`config.mk`:
```
export PLATFORM = sky130hd
export DESIGN_NAME = mul_share_ctrl
export DESIGN_NICKNAME = d
export VERILOG_FILES = /design/src/rtl/mul_share_pkg.sv /design/src/rtl/i8bit_mul.sv /design/src/rtl/rr_arbiter.sv /design/src/rtl/mul_share_ctrl.sv
export SDC_FILE = /design/constraint.sdc
export NUM_CORES = 1
export LEC_CHECK = 0
export CORE_AREA = 3 3 105 107
export DETAILED_ROUTE_END_ITERATION = 7
export DIE_AREA = 0 0 108 110
export GPL_ROUTABILITY_DRIVEN = 0
export HOLD_SLACK_MARGIN = 0.06
export PLACE_DENSITY = 0.85
export SYNTH_ARGS = -nofsm -noshare
export SYNTH_HDL_FRONTEND = slang
export SYNTH_SLANG_ARGS = --single-unit
```
`constraint.sdc`:
```
create_clock -name clk -period 4.6 [get_ports clk]
set_clock_uncertainty 0.05 [all_clocks]
set_input_delay 1.38 -clock clk [delete_from_list [all_inputs] [get_ports clk]]
set_output_delay 1.38 -clock clk [all_outputs]
set_load 0.01 [all_outputs]
```
`src/rtl/mul_share_pkg.sv`:
```
// Shared definitions for the multiplier-sharing controller.
// Holds the controller state encoding and the operand/product widths used by
// the arbiter-fronted datapath.
package mul_share_pkg;

  localparam int OP_W   = 8;
  localparam int PROD_W = 16;

  typedef enum logic [1:0] {
    ST_IDLE = 2'd0,
    ST_MUL  = 2'd1,
    ST_RESP = 2'd2
  } state_e;

endpackage

```
`src/rtl/i8bit_mul.sv`:
```
// Combinational 8x8 unsigned multiplier shared by all requesters.
// Ports:
//   a, b : 8-bit unsigned operands
//   p    : full 16-bit product
module i8bit_mul (
  input  logic [7:0]  a,
  input  logic [7:0]  b,
  output logic [15:0] p
);

  assign p = 16'(a) * 16'(b);

endmodule

```
`src/rtl/rr_arbiter.sv`:
```
// Combinational round-robin arbiter.
// Ports:
//   req     : request vector, one bit per requester
//   ptr     : index of the highest-priority requester for this decision
//   gnt     : one-hot grant (all zero when nothing is requesting)
//   gnt_idx : binary index of the granted requester (0 when no grant)
module rr_arbiter #(
  parameter  int NREQ = 4,
  localparam int PW   = $clog2(NREQ)
) (
  input  logic [NREQ-1:0] req,
  input  logic [PW-1:0]   ptr,
  output logic [NREQ-1:0] gnt,
  output logic [PW-1:0]   gnt_idx
);

  // One extra bit so ptr + k never overflows before the wrap subtraction.
  localparam logic [PW:0] NREQ_W = (PW+1)'(NREQ);

  logic          found_s;
  logic [PW:0]   sum_s;
  logic [PW-1:0] cand_s;

  // Walk candidates upward from ptr with wrap; first requesting one wins.
  always_comb begin
    gnt     = '0;
    gnt_idx = '0;
    found_s = 1'b0;
    sum_s   = '0;
    cand_s  = '0;
    for (int k = 0; k < NREQ; k++) begin
      sum_s = {1'b0, ptr} + (PW+1)'(k);
      if (sum_s >= NREQ_W) begin
        cand_s = PW'(sum_s - NREQ_W);
      end else begin
        cand_s = PW'(sum_s);
      end
      if (!found_s && req[cand_s]) begin
        found_s      = 1'b1;
        gnt[cand_s]  = 1'b1;
        gnt_idx      = cand_s;
      end else begin
        found_s = found_s;
      end
    end
  end

endmodule

```
`src/rtl/mul_share_ctrl.sv`:
```
// Time-shares one 8x8 multiplier among NREQ requesters.
// A round-robin arbiter picks one operand request at a time; operands are
// registered, the product is registered one cycle later and is then held on
// the owner's response channel until accepted.
// Ports:
//   clk, rst_n : clock and synchronous active-low reset
//   req_valid  : per-requester operand valid
//   req_ready  : per-requester accept (one-hot or zero, combinational)
//   req_a/b    : packed operands, requester i on bits [8i+7:8i]
//   rsp_valid  : per-requester response valid (one-hot or zero)
//   rsp_ready  : per-requester response accept (only the owner's bit matters)
//   rsp_prod   : 16-bit product, meaningful while any rsp_valid bit is set
//   busy       : high whenever an operation is in flight
//   op_count   : completed responses, wraps modulo 2^CNT_W
module mul_share_ctrl
  import mul_share_pkg::*;
#(
  parameter int NREQ  = 4,
  parameter int CNT_W = 16
) (
  input  logic                 clk,
  input  logic                 rst_n,
  input  logic [NREQ-1:0]      req_valid,
  output logic [NREQ-1:0]      req_ready,
  input  logic [NREQ*OP_W-1:0] req_a,
  input  logic [NREQ*OP_W-1:0] req_b,
  output logic [NREQ-1:0]      rsp_valid,
  input  logic [NREQ-1:0]      rsp_ready,
  output logic [PROD_W-1:0]    rsp_prod,
  output logic                 busy,
  output logic [CNT_W-1:0]     op_count
);

  localparam int PW = $clog2(NREQ);

  state_e            state_r;
  logic [PW-1:0]     ptr_r;
  logic [PW-1:0]     own_r;
  logic [OP_W-1:0]   op_a_r;
  logic [OP_W-1:0]   op_b_r;
  logic [PROD_W-1:0] prod_q_r;
  logic [CNT_W-1:0]  op_count_r;
  logic [NREQ-1:0]   rsp_valid_r;
  logic              busy_r;

  logic [NREQ-1:0]   gnt_s;
  logic [PW-1:0]     gnt_idx_s;
  logic [PW-1:0]     ptr_nxt_s;
  logic [OP_W-1:0]   sel_a_s;
  logic [OP_W-1:0]   sel_b_s;
  logic [PROD_W-1:0] mul_p_s;

  function automatic logic [NREQ-1:0] idx_onehot(input logic [PW-1:0] idx);
    logic [NREQ-1:0] v;
    v      = '0;
    v[idx] = 1'b1;
    return v;
  endfunction

  rr_arbiter #(.NREQ(NREQ)) u_arb (
    .req     (req_valid),
    .ptr     (ptr_r),
    .gnt     (gnt_s),
    .gnt_idx (gnt_idx_s)
  );

  i8bit_mul u_mul (
    .a (op_a_r),
    .b (op_b_r),
    .p (mul_p_s)
  );

  // Route the granted requester's operands toward the operand registers.
  always_comb begin
    sel_a_s = '0;
    sel_b_s = '0;
    for (int i = 0; i < NREQ; i++) begin
      if (gnt_idx_s == PW'(i)) begin
        sel_a_s = req_a[i*OP_W +: OP_W];
        sel_b_s = req_b[i*OP_W +: OP_W];
      end else begin
        sel_a_s = sel_a_s;
        sel_b_s = sel_b_s;
      end
    end
  end

  // Priority moves to the requester just after the one being granted.
  always_comb begin
    if (gnt_idx_s == PW'(NREQ-1)) begin
      ptr_nxt_s = '0;
    end else begin
      ptr_nxt_s = gnt_idx_s + PW'(1);
    end
  end

  // Accept is offered only while idle and never while reset is asserted.
  always_comb begin
    if (rst_n && (state_r == ST_IDLE)) begin
      req_ready = gnt_s;
    end else begin
      req_ready = '0;
    end
  end

  // Controller FSM with operand, product, owner and counter registers.
  always_ff @(posedge clk) begin
    if (!rst_n) begin
      state_r     <= ST_IDLE;
      ptr_r       <= '0;
      own_r       <= '0;
      op_a_r      <= '0;
      op_b_r      <= '0;
      prod_q_r    <= '0;
      op_count_r  <= '0;
      rsp_valid_r <= '0;
      busy_r      <= 1'b0;
    end else begin
      case (state_r)
        ST_IDLE: begin
          if (|req_valid) begin
            op_a_r  <= sel_a_s;
            op_b_r  <= sel_b_s;
            own_r   <= gnt_idx_s;
            ptr_r   <= ptr_nxt_s;
            busy_r  <= 1'b1;
            state_r <= ST_MUL;
          end else begin
            state_r <= ST_IDLE;
          end
        end
        ST_MUL: begin
          prod_q_r    <= mul_p_s;
          rsp_valid_r <= idx_onehot(own_r);
          state_r     <= ST_RESP;
        end
        ST_RESP: begin
          // Only the owner's ready bit can complete the transfer.
          if (rsp_ready[own_r]) begin
            rsp_valid_r <= '0;
            op_count_r  <= op_count_r + CNT_W'(1);
            busy_r      <= 1'b0;
            state_r     <= ST_IDLE;
          end else begin
            state_r <= ST_RESP;
          end
        end
        default: begin
          rsp_valid_r <= '0;
          busy_r      <= 1'b0;
          state_r     <= ST_IDLE;
        end
      endcase
    end
  end

  assign rsp_valid = rsp_valid_r;
  assign rsp_prod  = prod_q_r;
  assign busy      = busy_r;
  assign op_count  = op_count_r;

endmodule

```
Yosys cells after proc, flatten, opt, wreduce, memory -nomap -nowiden
Cells that the tools add are included.
W data, S select, Z words.
{"block": "word_totals", "ff_bits": 59, "in_bits": 74, "output_inout_bits": 41, "word_cells": 117}
{"block": "op_classes", "n_addsub": 9, "n_mul": 1, "order_cmp": 14, "n_eq_ne": 7, "n_mux": 53, "bitwise": 5, "reduce_logical": 19}
{"operator": "$mux W8", "n": 8}
{"operator": "$mux W4", "n": 6}
{"operator": "$mux W2", "n": 10}
{"operator": "$add A16 B1 Y16 const B", "n": 1}
{"operator": "$mul A8 B8 Y16", "n": 1}
{"operator": "$mux W1", "n": 16}
{"operator": "$lt A2 B3 Y1 const B", "n": 5}
{"operator": "$or A4 B4 Y4", "n": 3}
{"operator": "$pmux W4 S3", "n": 1}
{"operator": "$bmux W1 S2", "n": 5}
{"operator": "$demux W1 S2", "n": 5}
{"operator": "$ge A2 B1 Y1 const B", "n": 5}
{"operator": "$ge A3 B3 Y1 const B", "n": 3}
{"operator": "$logic_and A1 B1 Y1", "n": 9}
{"operator": "$sub A2 B1 Y2 const B", "n": 4}
{"operator": "$add A2 B2 Y3 const B", "n": 2}
{"operator": "$eq A2 B2 Y1 const B", "n": 3}
{"operator": "$pmux W2 S3", "n": 1}
{"operator": "$reduce_and A2 Y1", "n": 3}
{"operator": "$eq A2 B1 Y1 const B", "n": 2}
{"operator": "$logic_not A2 Y1", "n": 2}
{"operator": "$reduce_or A4 Y1", "n": 1}
{"operator": "$add A2 B1 Y3 const B", "n": 1}
{"operator": "$ge A2 B3 Y1 const B", "n": 1}
{"operator": "other kinds (7)", "n": 10}

Longest topological paths before layout
Gate-level depths: netlist of the first run.
{"block": "depth", "ltp_word": 19, "depth_mapped": 17, "depth_no_buf": 15}

Modules after synthesis
Synthesis of the first run repeated with hierarchy kept, for this count alone.
{"block": "hier_totals", "cells_unflattened": 646, "area_unflattened_um2": 5426.5}
{"mod": "mul_share_ctrl", "n_inst": 1, "cells_each": 355, "area_per_inst_um2": 2862.7}
{"mod": "i8bit_mul", "n_inst": 1, "cells_each": 243, "area_per_inst_um2": 2124.5}
{"mod": "rr_arbiter", "n_inst": 1, "cells_each": 48, "area_per_inst_um2": 439.2}

Least setup slack after synthesis of the first run
Ideal clock, no wire load.
{"block": "synth_path", "path_type": "register to register", "from": "reg op_b_r[7]", "to": "reg prod_q_r[14], in the netlist rsp_prod[14]", "t_arrival_ps": 4071, "t_required_ps": 4463, "path_slack_ps": 392, "stages_incl_launch_ff": 16, "path_buffers": 2, "period_less_slack_ps": 4208, "path_cell_list": "dfxtp_1 > clkbuf_1 > and2_1 > fa_1 > fa_1 > fa_1 > inv_1 > fa_1 > inv_1 > ha_1 > clkbuf_1 > a21oi_1 > o211a_1 > a211oi_1 > nor3_1 > o31ai_1"}
{"block": "synth_between", "elab_chain_cells": 1}
{"item": "from (decl)", "line": "mul_share_ctrl.sv:40", "text": "logic [OP_W-1:0] op_b_r;"}
{"item": "from (signal assigned)", "line": "mul_share_ctrl.sv:123", "text": "op_b_r <= sel_b_s;"}
{"item": "$mul A8 B8 Y16", "line": "i8bit_mul.sv:11", "text": "assign p = 16'(a) * 16'(b);"}
{"item": "to (signal assigned)", "line": "mul_share_ctrl.sv:133", "text": "prod_q_r <= mul_p_s;"}
{"item": "to (decl)", "line": "mul_share_ctrl.sv:41", "text": "logic [PROD_W-1:0] prod_q_r;"}
No other way between the ends.
A chain may end at the register's enable or synchronous reset.

Worst setup path in the final report of the first run
{"block": "layout_path", "from": "in req_valid[0]", "to": "out req_ready[1]"}
{"block": "layout_between", "elab_chain_cells": 13, "elab_cells_between_ends": 25, "cone_classes": "mux (16); bitwise (3); reduce/logical (6)"}
{"item": "from (decl)", "line": "mul_share_ctrl.sv:23", "text": "input logic [NREQ-1:0] req_valid,"}
{"item": "$bmux W1 S2", "line": "rr_arbiter.sv:38", "text": "if (!found_s && req[cand_s]) begin"}
{"item": "$mux W1 (not written as such)", "line": "rr_arbiter.sv:38"}
{"item": "$mux W1", "line": "rr_arbiter.sv:38"}
{"item": "$logic_not A1 Y1", "line": "rr_arbiter.sv:38"}
{"item": "$logic_and A1 B1 Y1", "line": "rr_arbiter.sv:38"}
{"item": "$mux W1", "line": "rr_arbiter.sv:38"}
{"item": "$logic_not A1 Y1", "line": "rr_arbiter.sv:38"}
{"item": "$logic_and A1 B1 Y1", "line": "rr_arbiter.sv:38"}
{"item": "$mux W1", "line": "rr_arbiter.sv:38"}
{"item": "$logic_not A1 Y1", "line": "rr_arbiter.sv:38"}
{"item": "$logic_and A1 B1 Y1", "line": "rr_arbiter.sv:38"}
{"item": "$mux W4 (*)", "line": "rr_arbiter.sv:38"}
{"item": "$mux W4 (*)", "line": "mul_share_ctrl.sv:99", "text": "if (rst_n && (state_r == ST_IDLE)) begin"}
{"item": "to (decl)", "line": "mul_share_ctrl.sv:24", "text": "output logic [NREQ-1:0] req_ready,"}
Mark *: on every way between the ends. The rest lies on a longest branch, timed or not. The select of a mux whose other input is x is not followed.

==> results.md, run 1 <==
* Status: finished clean
* First-pass GRT wire length at 23.8 mm
* Warnings from Yosys at 0
* Clock-pin slew on the worst setup and hold paths at 0.07 ns
* CP Max Fanout at 3
* Tot Pwr at 0.00375 W
* Cell Count, Final, Fillers Out at 907
* Area grow syn2layout at 31.6%
* Clock buffer depth at 2
* Drt initial violations at 313
* Slew HR at 21.7%
* Floorplan core area at 10200 sq um
* Ant diodes at 0
* Initial antenna violation count at 0
* Path type of the worst min-delay path: register to register
* Slowest-stage cell, CP: mux4_2
* Drt wl/cell at 15.8 microns
* F_max at 0.221 GHz
* CTS tree: done
* Max-Cap Viols at 0
* Final Util at 67.8%
* DR pass1 iterations at 5
* Worst-Margin Slew at 1.17 ns
* DP Cell Count at 886
* Die area at 11900 sq um
* Dpl cell area at 6660 sq um
* H-tree Lvls at 3
* Routed Antenna Nets at 0
* Number of synthesized flops with an enable pin at 0
* Via count at 5130
* Critical path data arrival time at 3.09 ns
* Maximum VDD drop at 0.468 mV
* Cell repeated most along the worst path: buf_4
* DRC at 0
* Mapped Avg Cell Area at 8.19 sq um
* R2R Setup Slk at 0.19 ns
* Setup Total Neg Slack at 0 ns
* Main synth FF type: dfxtp_1
* Post-Syn Instances at 644
* Fin. Hold Viols at 0
* Clock Power Share at 12.4%
* Hold_buf cts at 0
* Share of layout cells above drive strength 1 at 8.56%
* WS Path Type: primary input to output pin
* Synthesized cell area at 5270 sq um
* Total gr overflow at 0
* Worst endpoint required time at 3.17 ns
* Final HPWL DP at 11.0 mm
* CP max stage delay at 0.53 ns
* Vias in the first global route at 5097
* Chip width at 108 microns
* Flop pwr share at 21.6%
* Worst path cell trace: dlygate4sd2_1, mux4_2, buf_6, nor3b_4, buf_4, buf_4, a22oi_1, a21oi_1, buf_2
* Final max-slew violation count at 0
* Clock Latency Late Sink at 0.34 ns
* R2r startpoint: op_a_r[4]
* Combinational share of power at 66.0%
* Pwr per Cell Area at 541 nW/um^2
* Switching power at 0.00176 W
* RSZ-0062 raised after global routing: yes
* Leakage at 2.95 nW
* Sink Count at 59
* Switch share at 46.9%
* Clk root buf: clkbuf_8
* Endpoints failing setup at 0
* # IOs at 115
* Yosys reg bits at 59
* Ys async rst share at 0%
* Crit start category: primary input
* PortBufs at 114
* Largest net degree at the start of global routing at 38
* Reg2Reg Depth at 12
* Post-layout min period at 4.52 ns
* CP endpoint: req_ready[1]
* Post-synth cell types at 51
* Setup crit end kind: output pin
* Worst reg2reg path endpoint: rsp_prod[13]
* Row cnt at 37
* Nets@finish at 925
* Vias per cell at 5.66
* CTS Buf Count at 9
* Final worst path period share at 98.3%
* Final wirelength at 14.3 mm
* Pint at 0.00199 W
* Total Routing Usage GR at 24.7%
* Die Span Y at 110 microns
* Initial Utilization at 51.5%
* CP startpoint: req_valid[0]
* Post-Syn Nets at 802
* Sequential fraction of the synthesis area at 22.4%
* Design area at 6940 sq um
[layer usage]
metal / track usage, % / part of all wire, %
met1: 29.9 / 40
met3: 4.02 / 5.0
met4: 8.66 / 2.2
met2: 44.4 / 52
met5: 0 / 0
[state kept, by name, summed over array words and instances (netlist names)]
name / count
op_count: 16
rsp_prod: 16
op_a_r: 8
op_b_r: 8
rsp_valid: 4
own_r: 2
ptr_r: 2
state_r: 2
busy: 1
[synthesized netlist by cell type (2+ instances only)]
cell,count,area [sq um]
xnor2_1,9,78.8
nor3_1,24,120
and2_1,43,269
mux4_2,3,67.6
a211oi_1,4,30.0
o21a_1,7,52.6
nor4_1,4,25.0
o311ai_0,2,17.5
a31oi_1,2,12.5
a21o_1,4,30.0
mux2i_1,2,20.0
a221oi_1,15,131
xor2_1,6,52.6
fa_1,36,721
inv_1,66,248
nand4_1,10,62.6
and4_1,2,17.5
ha_1,48,601
o2bb2ai_1,2,17.5
dfxtp_1,59,1180
nand2b_1,3,18.8
a22oi_1,5,37.5
o31ai_1,5,37.5
or3_1,3,18.8
nand3_1,13,65.1
o21ai_0,34,170
mux2_2,2,22.5
o2111ai_1,2,17.5
nor2b_1,21,131
clkbuf_1,31,116
and3_1,4,25.0
o211a_1,2,20.0
nor2_1,31,116
nand2_1,57,214
a21oi_1,67,335
[layout make-up]
class,instances,area (sq um)
tap,136,170
clock inverter,6,67.6
clock buffer,9,124
multi-input combinational,485,3750
timing repair buffer,145,1390
inverter,67,251
sequential,59,1180
fill,804,3290
[cell families (layout without fill, tap and decap cells)]
| family | count (synthesis) | after routing | synth area share, % |
|---|---|---|---|
| xor gates and xnor gates | 15 | 15 | 2.49 |
| AOI/OAI and AO/OA | 159 | 159 | 18.7 |
| buffers and inverters | 100 | 227 | 7.21 |
| DFF | 59 | 59 | 22.4 |
| adders and majority gates | 84 | 84 | 25.1 |
| and+or+nand+nor | 219 | 219 | 21.5 |
| muxes | 8 | 8 | 2.59 |
[critical path: cells and delay by family]
kind                   cells  cell delay, ns
AND/OR/NAND/NOR            1            0.18
AO/OA/AOI/OAI              2            0.20
buffers and inverters      5            0.81
multiplexers               1            0.53
[power by group through the flow]
stage / combinational, W / sequential [W] / clock (W)
2_1_floorplan: 0.00167 / 0.000753 / 0
3_3_place_gp: 0.00228 / 0.000798 / 0
3_5_place_dp: 0.00239 / 0.000805 / 0
4_1_cts: 0.00246 / 0.000796 / 0.000473
5_1_grt: 0.00278 / 0.000823 / 0.000492
6_report: 0.00248 / 0.000810 / 0.000465
[cell usage in the layout, fill, tap and decap left out, drive strengths merged, types with 4 or more instances in the layout]
| master | count |
|---|---|
| a211oi | 4 |
| a21o | 4 |
| a21oi | 67 |
| a221oi | 15 |
| a22oi | 5 |
| and2 | 43 |
| and3 | 4 |
| buf | 34 |
| clkbuf | 9 |
| clkdlybuf4s50 | 106 |
| clkinv | 4 |
| dfxtp | 59 |
| dlygate4sd2 | 4 |
| fa | 36 |
| ha | 48 |
| inv | 66 |
| mux4 | 4 |
| nand2 | 57 |
| nand3 | 13 |
| nand4 | 10 |
| nor2 | 31 |
| nor2b | 21 |
| nor3 | 24 |
| nor4 | 4 |
| o21a | 7 |
| o21ai | 34 |
| o31ai | 5 |
| xnor2 | 9 |
| xor2 | 6 |
[worst min path at each step]
stage,startpoint,end,slack (ns),depth (start not counted)
6_report,rsp_prod[6],rsp_prod[6],0.41,2
5_1_grt,rsp_prod[8],rsp_prod[8],0.42,2
4_1_cts,rsp_prod[6],rsp_prod[6],0.42,2
3_5_place_dp,rsp_prod[6],rsp_prod[6],0.41,2
3_3_place_gp,rsp_prod[6],rsp_prod[6],0.40,2
2_1_floorplan,rsp_prod[6],rsp_prod[6],0.43,2
[timing repair]
| item | CTS | global route |
|---|---|---|
| buffers inserted | 6 | 0 |
| pin swaps | 2 | 1 |
| resized for setup | 29 | 6 |
| hold endpoints to repair | 0 | 0 |
| setup endpoints to repair | 4 | 11 |
[through the flow]
step / setup slack (ns) / hold slack, ns
finish: 0.0764 / 0.413
global route: -0.00780 / 0.425
CTS: 0.0720 / 0.416
detailed placement: -0.470 / 0.405
global placement: -0.372 / 0.397
floorplan: 0.392 / 0.426
Note: power is estimated with default switching activity, not from simulation.
==> run 2: changes to the inputs <==
--- a/config.mk
+++ b/config.mk
@@ -5,9 +5,10 @@
 export SDC_FILE = /design/constraint.sdc
 export NUM_CORES = 1
 export LEC_CHECK = 0
-export CORE_AREA = 3 3 105 107
+export ABC_AREA = 1
+export CORE_AREA = 3 3 109 111
 export DETAILED_ROUTE_END_ITERATION = 7
-export DIE_AREA = 0 0 108 110
+export DIE_AREA = 0 0 112 114
 export GPL_ROUTABILITY_DRIVEN = 0
 export HOLD_SLACK_MARGIN = 0.06
 export PLACE_DENSITY = 0.85
==> results.md, run 2 <==
* RSZ-0062 raised after global routing: no
* Hold_buf cts at 0 (unchanged)
* Clock-pin slew on the worst setup and hold paths at 0.07 ns (about the same)
* Via count at 5591 (+9.0%)
* Maximum VDD drop at 0.683 mV (+46%)
* Drt initial violations at 313 (unchanged)
* Final worst path period share at 96.5% (-1.8 points)
* Min-Delay Path Depth at 2 (unchanged)
* Max-Cap Viols at 0 (unchanged)
* Most frequent cells in the layout: nand2_1 (227), inv_1 (157), clkdlybuf4s50_1 (110), nor2_1 (69), nand3_1 (64)
* Sink Count at 59 (unchanged)
* Yosys reg bits at 59 (unchanged)
* Clock buffer depth at 2 (unchanged)
* Routed Antenna Nets at 0 (unchanged)
* Final HPWL DP at 10.5 mm (-4.1%)
* Share of layout cells above drive strength 1 at 5.99% (-2.6 points)
* Final max-slew violation count at 0 (unchanged)
* Mapped Avg Cell Area at 6.71 sq um (-18%)
* Crit start category: primary input
* Post-layout min period at 4.44 ns (-0.0847 ns)
* CP Max Fanout at 7 (+4)
* Hold Path End: rsp_valid[0]
* Die Span Y at 114 microns (+3.6%)
* Status: finished clean
* Pint at 0.00157 W (-21%)
* Hold Startpoint: rsp_valid[0]
* CTS tree: done
* Number of synthesized flops with an enable pin at 0 (unchanged)
* Post-synth top area cell: dfxtp_1
* Cell with the most instances after synthesis: nand2_1
* Endpoints failing setup at 0 (unchanged)
* Ys async rst share at 0% (unchanged)
* PortBufs at 114 (unchanged)
* Synth area leaders: dfxtp_1 (20%), nand2_1 (15%), fa_1 (12%), ha_1 (10%), inv_1 (10%)
* DR pass1 iterations at 6 (+1)
* Fin. Hold Viols at 0 (unchanged)
* F_max at 0.225 GHz (+1.9%)
* Post-synth cell types at 41 (-20%)
* Design area at 7230 sq um (+4.2%)
* Synth top cells by count: nand2_1 (227), inv_1 (157), nor2_1 (69)
* Tot Pwr at 0.00301 W (-20%)
* Clock Power Share at 16.4% (+4.0 points)
* R2R Setup Slk at 0.46 ns (+0.27 ns)
* Setup bufs post-CTS at 0 (-6)
* Dpl cell area at 7030 sq um (+5.6%)
* Setup crit end kind: output pin
* Initial antenna violation count at 0 (unchanged)
* Worst-Margin Slew at 0.874 ns (-0.298 ns)
* Most common cell after layout, fill and taps aside: nand2_1
* Clk root buf: clkbuf_8
* Synthesized cell area at 5810 sq um (+10%)
* Flop pwr share at 23.7% (+2.1 points)
* Area grow syn2layout at 24.5%
* Row cnt at 38 (+2.7%)
* Path type of the worst min-delay path: register to register
* CTS Buf Count at 9 (unchanged)
* Clock Latency Late Sink at 0.35 ns (about the same)
* Reg2Reg Depth at 16 (+4)
* WS Path Type: primary input to output pin
* # IOs at 115 (unchanged)
* Switching power at 0.00145 W (-18%)
* Worst reg2reg path endpoint: rsp_prod[13]
* Total Routing Usage GR at 21.6% (-3.1 points)
* Largest net degree at the start of global routing at 43 (+13%)
* Worst endpoint required time at 3.17 ns (about the same)
* Initial Utilization at 53.3% (+1.8 points)
* R2r startpoint: op_b_r[7]
* Drt wl/cell at 12.0 microns (-24%)
* Post-Syn Nets at 1024 (+28%)
* Final wirelength at 13.3 mm (-6.9%)
* H-tree Lvls at 3 (unchanged)
* Sequential fraction of the synthesis area at 20.3% (-2.1 points)
* Die area at 12800 sq um (+7.5%)
* PnR worst setup slack at 0.161 ns (+0.0847 ns)
* Critical path data arrival time at 3.01 ns (-0.08 ns)
* Main synth FF type: dfxtp_1
* Fill cells at 938 (+17%)
* Place WS at -0.0759 ns (+0.394 ns)
* Nets@finish at 1121 (+21%)
* Floorplan core area at 10900 sq um (+6.4%)
* Warnings from Yosys at 0 (unchanged)
* Vias per cell at 5.05 (-11%)
* Yosys top cell area share at 20.3% (-2.1 points)
* Total gr overflow at 0 (unchanged)
* Chip width at 112 microns (+3.7%)
* Post-Syn Instances at 866 (+34%)
* Combinational share of power at 59.9% (-6.1 points)
* Leakage at 3.60 nW (+22%)
* DRC at 0 (unchanged)
* First-pass GRT wire length at 23.5 mm (-1.2%)
* Slew HR at 41.7% (+20 points)
* Switch share at 48.0% (+1.1 points)
* Vias in the first global route at 5352 (+5.0%)
* Ant diodes at 0 (unchanged)
* Pwr per Cell Area at 417 nW/um^2 (-23%)
* Setup Total Neg Slack at 0 ns (unchanged)
## run 2: critical path: stages
cell and delay [ns]:
clkdlybuf4s50_1 0.47, inv_1 0.05, nand2_1 0.13, nand3_4 0.12, nand2_8 0.14, nor2_4 0.06, a21boi_0 0.17, nand3_1 0.11
nand2_1 0.07, inv_1 0.03, dlygate4sd2_1 0.27
## run 2: power by group through the flow
stage                     sequential [W]  clock (W)  combinational (W)
after detailed placement        0.000722          0            0.00181
final                           0.000713   0.000493            0.00181
after global routing            0.000728   0.000519            0.00206
after floorplan                 0.000661          0            0.00142
after global placement          0.000721          0            0.00176
after CTS                       0.000711   0.000496            0.00181
## run 2: per-layer routing
metal | part of all wire [%] | GRT usage, % | vias to the layer above
met5 | 0 | 0 | -
met4 | 2.0 | 6.73 | 0
met3 | 7.0 | 4.35 | 28
met2 | 47 | 36.8 | 209
met1 | 44 | 27.8 | 2465
li1 | - | - | 2889
## run 2: final cells by class
cell class | instances | area (sq um) | share of cell area [%]
Clock buffer | 10 | 138 | 1.90
Clock inverter | 6 | 63.8 | 0.883
Sequential cell | 59 | 1180 | 16.3
Inverter | 163 | 614 | 8.50
Tap cell | 140 | 175 | 2.42
Multi-Input combinational cell | 605 | 3840 | 53.1
Timing Repair Buffer | 125 | 1220 | 16.9
## run 2: per-stage QoR
step | hold WS, ns | cells | util (%)
after floorplan | 0.434 | 866 | -
after global placement | 0.403 | 1092 | 64.6
after detailed placement | 0.407 | 1092 | 64.6
after CTS | 0.418 | 1108 | 66.4
after global routing | 0.435 | 1108 | 66.4
final | 0.413 | 1108 | 66.4
## run 2: repair_timing
item	CTS	global route
pin swaps	2	0
endpoints found under the setup margin	4	3
resized for setup	4	1
## run 2: worst max-delay path by stage
stage                       from  cells past startpoint            to
floorplan              op_a_r[0]                     18  rsp_prod[10]
global placement    req_valid[3]                     11  req_ready[0]
detailed placement  req_valid[3]                     11  req_ready[2]
CTS                 req_valid[1]                     11  req_ready[2]
global route        req_valid[1]                     11  req_ready[2]
finish              req_valid[1]                     11  req_ready[2]
## run 2: cell families (layout without fill, tap and decap cells)
family,after synthesis,in the layout,share of synthesized area [%]
fa+ha+maj,84,84,22.8
flops,59,59,20.3
xor+xnor,10,10,1.51
compound gates,109,109,10.9
buf+inv,202,304,13.6
simple gates,402,402,30.9
